[config.mk]
export PLATFORM = sky130hd
export DESIGN_NAME = neuron_feeder_flat
export DESIGN_NICKNAME = d
export VERILOG_FILES = /design/src/rtl/nn_pkg.sv /design/src/rtl/neuron_feeder_if.sv /design/src/rtl/neuron_feeder_operand_bank.sv /design/src/rtl/neuron_feeder.sv /design/src/flat_wrapper.sv
export SDC_FILE = /design/constraint.sdc
export NUM_CORES = 1
export LEC_CHECK = 0
export ABC_AREA = 1
export BUFFER_PORTS_ARGS = -buffer_cell sky130_fd_sc_hd__buf_4
export CORE_AREA = 2 2 236 238
export CTS_BUF_LIST = sky130_fd_sc_hd__clkbuf_2
export DETAILED_ROUTE_END_ITERATION = 10
export DIE_AREA = 0 0 238 240
export MAX_ROUTING_LAYER = met4
export SLEW_MARGIN = 5
export SYNTH_ARGS = -nofsm -noshare
export SYNTH_HDL_FRONTEND = slang
export SYNTH_SLANG_ARGS = --single-unit
[constraint.sdc]
create_clock -name clk -period 3.9 [get_ports clk]
set_input_delay 0.39 -clock clk [delete_from_list [all_inputs] [get_ports clk]]
set_output_delay 0.39 -clock clk [all_outputs]
set_load 0.005 [all_outputs]
[src/rtl/nn_pkg.sv]
// Shared definitions for the neuron feeder: Q8.8 constants, buffer write-select codes
// and the feeder FSM state type.
package nn_pkg;

   localparam int          Q_FRAC = 8;
   localparam logic [15:0] Q_ONE  = 16'h0100;

   localparam logic [1:0] SEL_X = 2'd0;
   localparam logic [1:0] SEL_W = 2'd1;
   localparam logic [1:0] SEL_B = 2'd2;

   typedef enum logic [1:0] {
      IDLE   = 2'd0,
      STREAM = 2'd1,
      WAIT   = 2'd2,
      EMIT   = 2'd3
   } feeder_state_t;

endpackage

[src/rtl/neuron_feeder_if.sv]
// Bus bundle between the feeder, its host/writer, the neuron and the next layer.
// Handshakes: no ready anywhere; out_valid, n_start and layer_done are one-cycle strobes whose
// data is stable while the strobe is high, and the consumer must take every out_valid.
interface neuron_feeder_if #(
   parameter int N = 4,
   parameter int M = 4,
   parameter int W = 16
);
   import nn_pkg::*;

   localparam int AW = (M * N > 1) ? $clog2(M * N) : 1;
   localparam int JW = (M > 1) ? $clog2(M) : 1;

   logic          wr_en;
   logic [1:0]    wr_sel;
   logic [AW-1:0] wr_addr;
   logic [W-1:0]  wr_data;
   logic          go;
   logic          busy;
   logic          n_start;
   logic [W-1:0]  n_x;
   logic [W-1:0]  n_w;
   logic [W-1:0]  n_b;
   logic [W-1:0]  n_act;
   logic          n_done;
   logic          out_valid;
   logic [JW-1:0] out_idx;
   logic [W-1:0]  out_data;
   logic          layer_done;
   logic          err;
   feeder_state_t state;

   modport master (
      output wr_en, wr_sel, wr_addr, wr_data, go, n_act, n_done,
      input  busy, n_start, n_x, n_w, n_b, out_valid, out_idx, out_data, layer_done, err, state
   );

   modport slave (
      input  wr_en, wr_sel, wr_addr, wr_data, go, n_act, n_done,
      output busy, n_start, n_x, n_w, n_b, out_valid, out_idx, out_data, layer_done, err, state
   );

endinterface

[src/rtl/neuron_feeder_operand_bank.sv]
// Operand storage for one layer pass: input vector x, row-major weights w and biases b.
// Single write port, combinational reads addressed by the feeder's (j, i) counters.
module operand_bank
   import nn_pkg::*;
#(
   parameter  int N  = 4,
   parameter  int M  = 4,
   parameter  int W  = 16,
   localparam int IW = (N > 1) ? $clog2(N) : 1,
   localparam int JW = (M > 1) ? $clog2(M) : 1,
   localparam int AW = (M * N > 1) ? $clog2(M * N) : 1
) (
   input  logic          clk,
   input  logic          we,
   input  logic [1:0]    sel,
   input  logic [AW-1:0] addr,
   input  logic [W-1:0]  data,
   input  logic [IW-1:0] rd_i,
   input  logic [JW-1:0] rd_j,
   output logic [W-1:0]  x_rd,
   output logic [W-1:0]  w_rd,
   output logic [W-1:0]  b_rd
);

   logic [W-1:0]  x_mem [N];
   logic [W-1:0]  w_mem [M*N];
   logic [W-1:0]  b_mem [M];
   logic [AW-1:0] w_idx;

   assign w_idx = AW'(rd_j) * AW'(N) + AW'(rd_i);
   assign x_rd  = x_mem[rd_i];
   assign w_rd  = w_mem[w_idx];
   assign b_rd  = b_mem[rd_j];

   // Contents survive reset; addresses past the end of the selected array are dropped.
   always_ff @(posedge clk) begin
      if (we) begin
         case (sel)
            SEL_X:   if (int'(addr) < N)     x_mem[addr[IW-1:0]] <= data;
            SEL_W:   if (int'(addr) < M * N) w_mem[addr]         <= data;
            SEL_B:   if (int'(addr) < M)     b_mem[addr[JW-1:0]] <= data;
            default: ;
         endcase
      end
   end

endmodule

[src/rtl/neuron_feeder.sv]
// Layer sequencer: runs one serial neuron M times over a stored vector/weight matrix,
// streaming operand pairs and re-emitting each activation as a strobed result.
module neuron_feeder
   import nn_pkg::*;
#(
   parameter int N       = 4,
   parameter int M       = 4,
   parameter int W       = 16,
   parameter int TIMEOUT = 64
) (
   input logic            clk,
   input logic            rst,
   neuron_feeder_if.slave bus
);

   localparam int IW = (N > 1) ? $clog2(N) : 1;
   localparam int JW = (M > 1) ? $clog2(M) : 1;
   localparam int TW = $clog2(TIMEOUT + 1);

   feeder_state_t state_q, state_d;
   logic [IW-1:0] i_q, i_d;
   logic [JW-1:0] j_q, j_d;
   logic [TW-1:0] t_q, t_d;
   logic [W-1:0]  act_q, act_d;
   logic          busy_q, busy_d, n_start_q, n_start_d, out_valid_q, out_valid_d;
   logic          layer_done_q, layer_done_d, err_q, err_d;
   logic [W-1:0]  n_x_q, n_x_d, n_w_q, n_w_d, n_b_q, n_b_d, out_data_q, out_data_d;
   logic [JW-1:0] out_idx_q, out_idx_d;
   logic [W-1:0]  x_rd, w_rd, b_rd;

   operand_bank #(.N(N), .M(M), .W(W)) u_bank (
      .clk  (clk),
      .we   (bus.wr_en && (state_q == IDLE)),
      .sel  (bus.wr_sel),
      .addr (bus.wr_addr),
      .data (bus.wr_data),
      .rd_i (i_q),
      .rd_j (j_q),
      .x_rd (x_rd),
      .w_rd (w_rd),
      .b_rd (b_rd)
   );

   always_comb begin
      state_d      = state_q;
      i_d          = i_q;
      j_d          = j_q;
      t_d          = t_q;
      act_d        = act_q;
      busy_d       = busy_q;
      n_start_d    = 1'b0;
      n_x_d        = n_x_q;
      n_w_d        = n_w_q;
      n_b_d        = n_b_q;
      out_valid_d  = 1'b0;
      out_idx_d    = out_idx_q;
      out_data_d   = out_data_q;
      layer_done_d = 1'b0;
      err_d        = err_q;
      case (state_q)
         IDLE: begin
            if (bus.go) begin
               state_d = STREAM;
               i_d     = '0;
               j_d     = '0;
               err_d   = 1'b0;
               busy_d  = 1'b1;
            end
         end
         STREAM: begin
            n_start_d = (i_q == '0);
            n_x_d     = x_rd;
            n_w_d     = w_rd;
            n_b_d     = b_rd;
            if (i_q == IW'(N - 1)) begin
               state_d = WAIT;
               t_d     = '0;
            end else begin
               i_d = i_q + IW'(1);
            end
         end
         WAIT: begin
            // act_q buffers the result so out_data only moves together with out_valid.
            if (bus.n_done) begin
               act_d   = bus.n_act;
               state_d = EMIT;
            end else if (t_q == TW'(TIMEOUT - 1)) begin
               err_d        = 1'b1;
               layer_done_d = 1'b1;
               busy_d       = 1'b0;
               state_d      = IDLE;
            end else begin
               t_d = t_q + TW'(1);
            end
         end
         EMIT: begin
            out_valid_d = 1'b1;
            out_idx_d   = j_q;
            out_data_d  = act_q;
            if (j_q == JW'(M - 1)) begin
               layer_done_d = 1'b1;
               busy_d       = 1'b0;
               state_d      = IDLE;
            end else begin
               j_d     = j_q + JW'(1);
               i_d     = '0;
               state_d = STREAM;
            end
         end
         default: state_d = IDLE;
      endcase
   end

   always_ff @(posedge clk) begin
      if (rst) begin
         state_q      <= IDLE;
         i_q          <= '0;
         j_q          <= '0;
         t_q          <= '0;
         act_q        <= '0;
         busy_q       <= 1'b0;
         n_start_q    <= 1'b0;
         n_x_q        <= '0;
         n_w_q        <= '0;
         n_b_q        <= '0;
         out_valid_q  <= 1'b0;
         out_idx_q    <= '0;
         out_data_q   <= '0;
         layer_done_q <= 1'b0;
         err_q        <= 1'b0;
      end else begin
         state_q      <= state_d;
         i_q          <= i_d;
         j_q          <= j_d;
         t_q          <= t_d;
         act_q        <= act_d;
         busy_q       <= busy_d;
         n_start_q    <= n_start_d;
         n_x_q        <= n_x_d;
         n_w_q        <= n_w_d;
         n_b_q        <= n_b_d;
         out_valid_q  <= out_valid_d;
         out_idx_q    <= out_idx_d;
         out_data_q   <= out_data_d;
         layer_done_q <= layer_done_d;
         err_q        <= err_d;
      end
   end

   assign bus.busy       = busy_q;
   assign bus.n_start    = n_start_q;
   assign bus.n_x        = n_x_q;
   assign bus.n_w        = n_w_q;
   assign bus.n_b        = n_b_q;
   assign bus.out_valid  = out_valid_q;
   assign bus.out_idx    = out_idx_q;
   assign bus.out_data   = out_data_q;
   assign bus.layer_done = layer_done_q;
   assign bus.err        = err_q;
   assign bus.state      = state_q;

endmodule

[src/flat_wrapper.sv]
// flat-port wrapper written by rule: the top's interface ports become plain ports
module neuron_feeder_flat import nn_pkg::*;
#(
   parameter int N       = 4,
   parameter int M       = 4,
   parameter int W       = 16,
   parameter int TIMEOUT = 64
)
  (clk, rst, bus_wr_en, bus_wr_sel, bus_wr_addr, bus_wr_data, bus_go, bus_n_act, bus_n_done, bus_busy, bus_n_start, bus_n_x, bus_n_w, bus_n_b, bus_out_valid, bus_out_idx, bus_out_data, bus_layer_done, bus_err, bus_state);
  neuron_feeder_if #(.N(N), .M(M), .W(W)) bus_i ();
  input logic clk;
  input logic rst;
  input wire logic [$bits(bus_i.wr_en)-1:0] bus_wr_en;
  input wire logic [$bits(bus_i.wr_sel)-1:0] bus_wr_sel;
  input wire logic [$bits(bus_i.wr_addr)-1:0] bus_wr_addr;
  input wire logic [$bits(bus_i.wr_data)-1:0] bus_wr_data;
  input wire logic [$bits(bus_i.go)-1:0] bus_go;
  input wire logic [$bits(bus_i.n_act)-1:0] bus_n_act;
  input wire logic [$bits(bus_i.n_done)-1:0] bus_n_done;
  output wire logic [$bits(bus_i.busy)-1:0] bus_busy;
  output wire logic [$bits(bus_i.n_start)-1:0] bus_n_start;
  output wire logic [$bits(bus_i.n_x)-1:0] bus_n_x;
  output wire logic [$bits(bus_i.n_w)-1:0] bus_n_w;
  output wire logic [$bits(bus_i.n_b)-1:0] bus_n_b;
  output wire logic [$bits(bus_i.out_valid)-1:0] bus_out_valid;
  output wire logic [$bits(bus_i.out_idx)-1:0] bus_out_idx;
  output wire logic [$bits(bus_i.out_data)-1:0] bus_out_data;
  output wire logic [$bits(bus_i.layer_done)-1:0] bus_layer_done;
  output wire logic [$bits(bus_i.err)-1:0] bus_err;
  output wire logic [$bits(bus_i.state)-1:0] bus_state;
  assign bus_i.wr_en = bus_wr_en;
  assign bus_i.wr_sel = bus_wr_sel;
  assign bus_i.wr_addr = bus_wr_addr;
  assign bus_i.wr_data = bus_wr_data;
  assign bus_i.go = bus_go;
  assign bus_i.n_act = bus_n_act;
  assign bus_i.n_done = bus_n_done;
  assign bus_busy = bus_i.busy;
  assign bus_n_start = bus_i.n_start;
  assign bus_n_x = bus_i.n_x;
  assign bus_n_w = bus_i.n_w;
  assign bus_n_b = bus_i.n_b;
  assign bus_out_valid = bus_i.out_valid;
  assign bus_out_idx = bus_i.out_idx;
  assign bus_out_data = bus_i.out_data;
  assign bus_layer_done = bus_i.layer_done;
  assign bus_err = bus_i.err;
  assign bus_state = bus_i.state;
  neuron_feeder #(.N(N), .M(M), .W(W), .TIMEOUT(TIMEOUT)) u_core (.clk(clk), .rst(rst), .bus(bus_i));
endmodule
==> results of run 1 <==
[Yosys cell counts]
cell / count
nand2_2: 4
inv_1: 75
o21ai_2: 1
a21oi_1: 19
xnor2_1: 1
o22ai_1: 32
nand4_1: 1
o21ai_0: 121
buf_1: 14
nor2_1: 261
nand3_1: 223
dfxtp_1: 100
buf_2: 36
nor3_1: 3
or2_1: 1
a211oi_1: 1
edfxtp_1: 384
nor3_2: 1
nand2_4: 1
nor2_4: 1
nand2_1: 371
buf_4: 11
clkbuf_1: 37
nand4_2: 1
inv_2: 9
ha_1: 4
o21ai_1: 13
inv_4: 1
[through the flow]
stage / instances / power (mW)
floorplan: 1727 / 8.184
global placement: 2485 / 9.370
detailed placement: 2485 / 9.417
CTS: 2775 / 12.84
global route: 2779 / 13.52
finish: 2779 / 12.70
[area by class of cell]
| class | instances | area (sq um) |
|---|---|---|
| inverters | 85 | 321.6 |
| flip-flops and latches | 484 | 13540 |
| diodes | 4 | 10.01 |
| repair buffers | 228 | 1939 |
| multi-input cells | 1060 | 4627 |
| well taps | 704 | 880.8 |
| fillers | 5251 | 32260 |
| clock buffers | 179 | 895.9 |
| clock inverters | 35 | 191.4 |
[cell families (layout without fill, tap and decap cells)]
family / Yosys count / count (layout)
other cells: 0 / 4
compound gates: 187 / 187
buf+inv: 183 / 527
flops: 484 / 484
simple gates: 868 / 868
fa+ha+maj: 4 / 4
xor+xnor: 1 / 1
[where the power goes]
| part | leakage [nW] | internal [mW] | switching [mW] | total [mW] |
|---|---|---|---|---|
| logic | 3.80 | 1.14 | 2.13 | 3.27 |
| clock network | 0.839 | 1.35 | 2.00 | 3.36 |
| registers | 4.27 | 5.86 | 0.210 | 6.07 |
[state kept, by name, summed over array words and instances, names as in the netlist]
register               cells
u_core.bus.state           2
u_core.u_bank.w_mem      256
u_core.j_q                 2
u_core.bus.n_w            16
u_core.u_bank.x_mem       64
u_core.i_q                 2
u_core.t_q                 7
u_core.bus.busy            1
u_core.bus.out_idx         2
u_core.u_bank.b_mem       64
u_core.bus.n_x            16
u_core.act_q              16
u_core.bus.out_data       16
u_core.bus.n_b            16
u_core.bus.n_start         1
u_core.bus.out_valid       1
u_core.bus.err             1
u_core.bus.layer_done      1
[timing repair]
| action | CTS | global route |
|---|---|---|
| hold endpoints to repair | 820 | 0 |
| hold buffers | 76 | 0 |
| setup buffers | 0 | 0 |
| endpoints found under the setup margin | 0 | 0 |
| gates resized for setup | 0 | 0 |
[cells in the final DEF, fill, tap and decap left out, types with 2 or more instances in the layout]
master and count:
edfxtp_1 384, nand2_1 371, nor2_1 261, nand3_1 223, clkbuf_2 179, buf_4 149, o21ai_0 121, dfxtp_1 97
dlygate4sd3_1 76, inv_1 74, o22ai_1 32, clkinv_1 27, a21oi_1 19, inv_2 13, o21ai_1 13, diode_2 4
nand2_2 4, ha_1 4, nor3_1 3, buf_12 3, bufinv_16 2, clkinv_2 2, dfxtp_2 2
[path summary, 6_finish.rpt]
check | start | endpoint | slack (ns) | cells past startpoint
worst min register to register | u_core.act_q[0] | u_core.bus.out_data[0] | 0.45 | 2
worst min-delay path | bus_wr_en | u_core.u_bank.b_mem[1][9] | 0.16 | 6
worst max register to register | u_core.bus.state[1] | u_core.u_bank.w_mem[5][1] | 0.80 | 7
worst max-delay path | u_core.bus.state[1] | u_core.u_bank.w_mem[5][1] | 0.80 | 7
[metal layers]
metal	vias up	GRT usage [%]	share of wire [%]
met5	-	-	0
met4	0	5.758	1.8
met3	62	3.835	6.6
met2	427	26.84	46
met1	6322	23.04	45
li1	6506	-	-
[worst max-delay path: cells and delay by family (launching register included)]
kind                   cells  cell delay (ns)
buffers and inverters      2             1.37
DFF                        1             0.42
and+or+nand+nor            5             1.05
==> results.cfg, run 1 <==
[synth]
syn_inst = 1727
synth_area_sq_um = 18940
synth_mux_area_share_pct = 0
postSynthAreaPerCell_sq_um = 10.96
yosysTopAreaCellShare_pct = 60.90
synth_compound_area_share_pct = 5.187
yosysSeqAreaShare_pct = 71.47
synth-adder-area-share_pct = 0.2643
yosysTopAreaCell = edfxtp_1
yosys_warnings = 0
synthXorXnorAreaFrac_pct = 0.04625
ys_ff_latch = 484
synthSimpleGateAreaFrac_pct = 18.94
synth.area.top_cells = edfxtp_1, dfxtp_1, nand2_1
yosysUniqueCellTypes = 28
synth_top_family_by_area = simple AND/OR/NAND/NOR gates
syn_nets = 1774

[cts]
clk_path_buf_depth = 3
htreeDepth = 3
cts_tree = built
clk_latency_ns = 1.14
clock-sinks = 484
clockRootBuffer = clkbuf_2
path_clk_slew_ns = 0.13
cts_buffers = 118

[critical_path]
crit_chain = nor2_1 -> nand2_1 -> nor3_2 -> nand2_1 -> dlygate4sd3_1 -> nor2_1 -> dlygate4sd3_1
endpoint_kind = flip-flop
start_kind = flip-flop
cp.required_ns = 4.69
path_class = flip-flop to flip-flop
cp_slowest_cell = dlygate4sd3_1
worstPathArrival_ns = 3.89
path_max_fanout = 7
cp_slowest_stage_delay_ns = 0.73

[detailed_routing]
routed-via-count = 13320
first_pass_iters = 8
wire_per_inst_microns = 17.49
via_per_inst = 4.792
ant_nets = 0
drt-initial-drc-count = 1096
drc = 0
routed_wl_mm = 48.61

[timing]
fmax_mhz = 322.8
rsz0062_at_grt = no
clock_skew_ns = 0.08911
min_period_over_period_pct = 79.43
period_needed_ns = 3.098
holdWs_ns = 0.1566
finalSetupViolCount = 0
worstMarginPinSlew_ns = 1.317
slew_headroom_pct = 12.09
finalMaxSlewViolations = 0
final.setup.tns_ns = 0
fin_ws_ns = 0.8022
hold_viol = 0

[grt]
grt_max_degree = 87
first_global_vias = 12960
track_usage_pct = 17.46
antenna_found_initial = 4
grt_overflow = 0
grt_pass1_wl_mm = 73.82

[power]
leakagePower_nw = 8.912
p_per_area_nw_per_um2 = 566.9
irDropWorstVdd_v = 0.0002660

[placed_design]
port_buffers = 115
placed_area_sq_um = 20550
place_ws_ns = 1.469
gp_congestion = 0.7842
hpwl_mm = 26.90

[floorplanning]
fp-row-count = 86
initial_utilization_pct = 34.64
coreArea_sq_um = 54660
dieWidth_microns = 238
io_pins = 116
fp.dieH_microns = 240
die-area_sq_um = 57120

[finish]
drive_gt1_share_pct = 17.48
post-route-util_pct = 40.99
fin_area_sq_um = 22410
syn_to_final_growth_pct = 18.32
layout.nets = 2024

[hold_path]
min_path_type = primary input to flip-flop

[flow_run]
max_cap_viol_count = 0

[status]
status = completed
Note: power is estimated with default switching activity, not from simulation.
==> run 2, diff against run 1 <==
--- a/config.mk
+++ b/config.mk
@@ -5,12 +5,12 @@
 export SDC_FILE = /design/constraint.sdc
 export NUM_CORES = 1
 export LEC_CHECK = 0
-export ABC_AREA = 1
+export ABC_AREA = 0
 export BUFFER_PORTS_ARGS = -buffer_cell sky130_fd_sc_hd__buf_4
-export CORE_AREA = 2 2 236 238
+export CORE_AREA = 2 2 232 234
 export CTS_BUF_LIST = sky130_fd_sc_hd__clkbuf_2
 export DETAILED_ROUTE_END_ITERATION = 10
-export DIE_AREA = 0 0 238 240
+export DIE_AREA = 0 0 234 236
 export MAX_ROUTING_LAYER = met4
 export SLEW_MARGIN = 5
 export SYNTH_ARGS = -nofsm -noshare
==> constraint.sdc (replaced) <==
create_clock -name clk -period 3.2 [get_ports clk]
set_input_delay 0.32 -clock clk [delete_from_list [all_inputs] [get_ports clk]]
set_output_delay 0.32 -clock clk [all_outputs]
set_load 0.005 [all_outputs]
==> results.cfg, run 2 <==
[placed_design]
port_buffers = 115
gp_congestion = 0.8080
hpwl_mm = 24.91

[floorplanning]
fp.dieH_microns = 236
io_pins = 116
dieWidth_microns = 234
initial_utilization_pct = 34.39
die-area_sq_um = 55220
fp-row-count = 85
coreArea_sq_um = 53070

[finish]
layout.nets = 1422
layout_commonest_cell = edfxtp_1
largest_reg_flops = 256
syn_to_final_growth_pct = 20.59
final_cell_mix = edfxtp_1, clkbuf_2, nand2_1
fill_cells = 4778
drive_gt1_share_pct = 30.01
max_flop_register = u_core.u_bank.w_mem

[synth]
postSynthAreaPerCell_sq_um = 17.07
syn_inst = 1069
synth-main-ff-cell = edfxtp_1
synth_area_sq_um = 18250
ys_top_cells_by_count = edfxtp_1, nand2_1, dfxtp_1, a21oi_1, mux4_2
synth.area.top_cells = edfxtp_1, dfxtp_1, mux4_2
yosysSeqAreaShare_pct = 74.16
synth_edf_count = 384
yosys_warnings = 0
yosysUniqueCellTypes = 48
yosysTopAreaCellShare_pct = 63.19
ys_ff_latch = 484
syn_nets = 1116
yosysTopAreaCell = edfxtp_1
synth_async_sr_flop_share_pct = 0
synth_most_common_cell = edfxtp_1

[timing]
final.setup.tns_ns = 0
worstMarginPinSlew_ns = 1.371
finalSetupViolCount = 0
holdWs_ns = 0.1493
finalMaxSlewViolations = 0
slew_headroom_pct = 8.171
min_period_over_period_pct = 94.40
hold_viol = 0
fmax_mhz = 331.1
rsz0062_at_grt = no
clock_skew_ns = 0.07196
period_needed_ns = 3.021

[critical_path]
worstPathArrival_ns = 3.76
path_class = flip-flop to flip-flop
endpoint_kind = flip-flop
start_kind = flip-flop
path_max_fanout = 16
r2r_cells = 7
cp.required_ns = 3.94

[grt]
grt_max_degree = 68
grt_overflow = 0
first_global_vias = 10710
grt_pass1_wl_mm = 64.88
antenna_found_initial = 4
track_usage_pct = 16.25

[status]
status = completed

[cts]
cts_buffers = 117
cts_setup_buffers = 0
clock-sinks = 484
cts_tree = built
path_clk_slew_ns = 0.11
clk_latency_ns = 1.06
clk_path_buf_depth = 3
htreeDepth = 3
clockRootBuffer = clkbuf_2

[power]
leakagePower_nw = 7.560
power_mw = 11.51
p_per_area_nw_per_um2 = 523.0
irDropWorstVdd_v = 0.0002746

[detailed_routing]
wire_per_inst_microns = 19.94
routed_wl_mm = 43.40
via_per_inst = 4.878
first_pass_iters = 7
ant_nets = 0
drt-initial-drc-count = 886
drc = 0
routed-via-count = 10620

[hold_path]
holdPathStages = 3
min_path_type = primary input to flip-flop

[flow_run]
max_cap_viol_count = 0
## run 2: cell count changes in the layout (fill, tap and decap cells not counted), sizes merged, moves of 36 or more
cell,delta
a21oi,+58
inv,-84
mux2i,+36
mux4,+79
nand2,-214
nand3,-215
nor2,-224
o21ai,-117
## run 2: path summary, 6_finish.rpt
check	from	to	slack, ns
min	rst	u_core.bus.state[0]	0.15
max reg2reg	u_core.bus.state[0]	u_core.u_bank.b_mem[1][0]	0.18
min reg2reg	u_core.act_q[13]	u_core.bus.out_data[13]	0.44
max	u_core.bus.state[0]	u_core.u_bank.b_mem[1][0]	0.18
## run 2: cell families after synthesis
group,synth area share [%]
flops,74.16
simple gates,5.814
compound gates,4.703
mux,13.00
buf+inv,2.050
fa+ha+maj,0.2743
## run 2: layout make-up
class                      instances  area (sq um)  area share, %
timing repair buffer             248          2121          9.637
clock buffer                     187         935.9          4.253
inverter                           5         18.77        0.08529
multi-input combinational        519          4348          19.76
tap                              696         870.8          3.957
sequential                       484         13540          61.53
clock inverter                    33         161.4         0.7335
antenna                            4         10.01        0.04549
## run 2: what timing repair did
item,in CTS,in global routing
hold endpoints to repair,867,0
hold buffers,92,0
setup endpoints to repair,0,28
gates resized for setup,0,4
## run 2: metal layers
| metal | GRT usage (%) | part of all wire (%) | vias up |
|---|---|---|---|
| met5 | - | 0 | - |
| met4 | 4.641 | 1.6 | 0 |
| met3 | 3.881 | 6.2 | 59 |
| met2 | 23.78 | 46 | 350 |
| met1 | 22.56 | 46 | 5363 |
| li1 | - | - | 4843 |
## run 2: critical path, cell delays in order (launching register included)
cell and delay [ns]:
dfxtp_2 0.43, or3b_1 0.46, nor4_1 0.20, dlygate4sd3_1 0.60
nand2_1 0.11, nor2_1 0.11, dlygate4sd3_1 0.58, buf_6 0.21
## run 2: through the flow
step                setup slack [ns]  util [%]  cell area [sq um]  std cells
finish                        0.1793     41.47              22010       2176
CTS                          0.01928     41.43              21990       2172
detailed placement            0.8244     37.63              19970       1860
global route                 0.01819     41.46              22000       2175
floorplan                     0.7618         -              18250       1069
global placement              0.8319     37.63              19970       1860
## run 2: power by group
part           switching (mW)  total (mW)  internal (mW)
clock network            2.41        4.03           1.62
logic                   0.318       0.595          0.277
registers              0.0590        6.88           6.82
==> run 3, diff against run 2 <==
--- a/config.mk
+++ b/config.mk
@@ -5,12 +5,12 @@
 export SDC_FILE = /design/constraint.sdc
 export NUM_CORES = 1
 export LEC_CHECK = 0
-export ABC_AREA = 0
+export ABC_AREA = 1
 export BUFFER_PORTS_ARGS = -buffer_cell sky130_fd_sc_hd__buf_4
-export CORE_AREA = 2 2 232 234
+export CORE_AREA = 2 2 236 238
 export CTS_BUF_LIST = sky130_fd_sc_hd__clkbuf_2
 export DETAILED_ROUTE_END_ITERATION = 10
-export DIE_AREA = 0 0 234 236
+export DIE_AREA = 0 0 238 240
 export MAX_ROUTING_LAYER = met4
 export SLEW_MARGIN = 5
 export SYNTH_ARGS = -nofsm -noshare
==> results.cfg, run 3 (synthesis gave the netlist of run 1 again) <==
[critical_path]
timing.rr.end = u_core.act_q[3]
crit_path_end = u_core.act_q[3]
endpoint_kind = flip-flop
path_max_fanout = 23
r2r_cells = 7
start_kind = flip-flop
reg2reg_slack_ns = 0.40
crit_path_start = u_core.bus.state[1]
path_class = flip-flop to flip-flop
regToRegStartpoint = u_core.bus.state[1]
worstPathArrival_ns = 3.79
cp.required_ns = 4.19

[cts]
clk_latency_ns = 1.09
cts_tree = built
cts_buffers = 121
clock-sinks = 484
clk_path_buf_depth = 3
htreeDepth = 3
clockRootBuffer = clkbuf_2
cts_setup_buffers = 0
path_clk_slew_ns = 0.11
postCtsHoldBufs = 92
cts_resized = 0

[hold_path]
min_path_type = primary input to flip-flop

[floorplanning]
io_pins = 116
coreArea_sq_um = 54660
initial_utilization_pct = 34.64
fp.dieH_microns = 240
dieWidth_microns = 238
die-area_sq_um = 57120
fp-row-count = 86

[grt]
track_usage_pct = 18.57
grt_pass1_wl_mm = 78.31
grt_overflow = 0
grt_max_degree = 138
antenna_found_initial = 3
first_global_vias = 13470

[finish]
syn_to_final_growth_pct = 19.57
post-route-util_pct = 41.42
final_cell_mix = edfxtp_1, nand2_1, nor2_1
drive_gt1_share_pct = 18.15
layout_commonest_cell = edfxtp_1
largest_reg_flops = 256
fill_cells = 5299
fin_area_sq_um = 22640
layout.nets = 2046
max_flop_register = u_core.u_bank.w_mem

[timing]
fmax_mhz = 357.2
slew_headroom_pct = 12.16
rsz0062_at_grt = no
min_period_over_period_pct = 87.48
hold_viol = 0
finalMaxSlewViolations = 0
clock_skew_ns = 0.05659
final.setup.tns_ns = 0
finalSetupViolCount = 0
period_needed_ns = 2.799
worstMarginPinSlew_ns = 1.316

[power]
p_int_mw = 10.31
clkPwrFrac_pct = 26.6
p_sw_share_pct = 34.26
leakagePower_nw = 9.060
share_seq_of_total_power_pct = 47.4
power_mw = 15.68
p_per_area_nw_per_um2 = 692.7
p_sw_mw = 5.374
pwr-share-comb_pct = 25.9
irDropWorstVdd_v = 0.0003795

[placed_design]
hpwl_mm = 29.83
gp_congestion = 0.8879
port_buffers = 115
placed_area_sq_um = 20590

[detailed_routing]
routed-via-count = 13800
first_pass_iters = 6
ant_nets = 0
routed_wl_mm = 51.77
via_per_inst = 4.927
drc = 0
drt-initial-drc-count = 1281
wire_per_inst_microns = 18.49

[status]
status = completed

[flow_run]
max_cap_viol_count = 0
## run 3: through the flow
step / hold slack, ns / setup slack [ns] / instances
2_1_floorplan: 0.4189 / 1.092 / 1727
3_3_place_gp: 0.4412 / 1.004 / 2488
3_5_place_dp: 0.4491 / 0.9891 / 2488
4_1_cts: 0.01847 / 0.5472 / 2798
5_1_grt: 0.05566 / 0.2255 / 2800
6_report: 0.1772 / 0.4008 / 2800
## run 3: worst min-delay path by stage
stage / startpoint / endpoint / slack [ns] / cells past startpoint
after CTS: bus_wr_addr[0] / u_core.u_bank.w_mem[5][9] / 0.02 / 4
final: bus_wr_addr[0] / u_core.u_bank.w_mem[5][9] / 0.18 / 4
after detailed placement: u_core.act_q[3] / u_core.act_q[3] / 0.45 / 2
after global routing: bus_wr_addr[1] / u_core.u_bank.b_mem[3][9] / 0.06 / 4
after global placement: u_core.act_q[2] / u_core.act_q[2] / 0.44 / 2
after floorplan: bus_wr_data[0] / u_core.u_bank.b_mem[0][0] / 0.42 / 0
## run 3: critical path, cell delays in order, from the launching register on
cell	delay, ns
dfxtp_1	0.52
nand2_4	0.14
nor2_4	0.28
inv_2	0.26
o21ai_0	0.27
dlygate4sd3_1	0.58
a21oi_1	0.05
dlygate4sd3_1	0.59
## run 3: routing by layer
metal,track usage (%),wire length (microns)
met5,-,0
met4,7.462,1711
met3,3.995,3923
met2,28.83,23610
met1,23.79,22520
## run 3: layout make-up
type	count	area (sq um)	area share [%]
sequential	484	13540	59.80
multi-input combinational	1060	4627	20.44
timing repair buffer	247	2147	9.483
clock buffer	195	975.9	4.310
tap	704	880.8	3.890
inverter	85	321.6	1.420
clock inverter	23	145.1	0.6410
antenna	2	5.005	0.02210
## run 3: power by group through the flow
stage | registers (mW) | clock network, mW | logic [mW]
3_3_place_gp | 7.58 | 0 | 3.91
6_report | 7.44 | 4.18 | 4.06
2_1_floorplan | 7.49 | 0 | 2.48
3_5_place_dp | 7.59 | 0 | 3.95
4_1_cts | 7.44 | 4.31 | 4.07
5_1_grt | 7.49 | 4.65 | 4.52
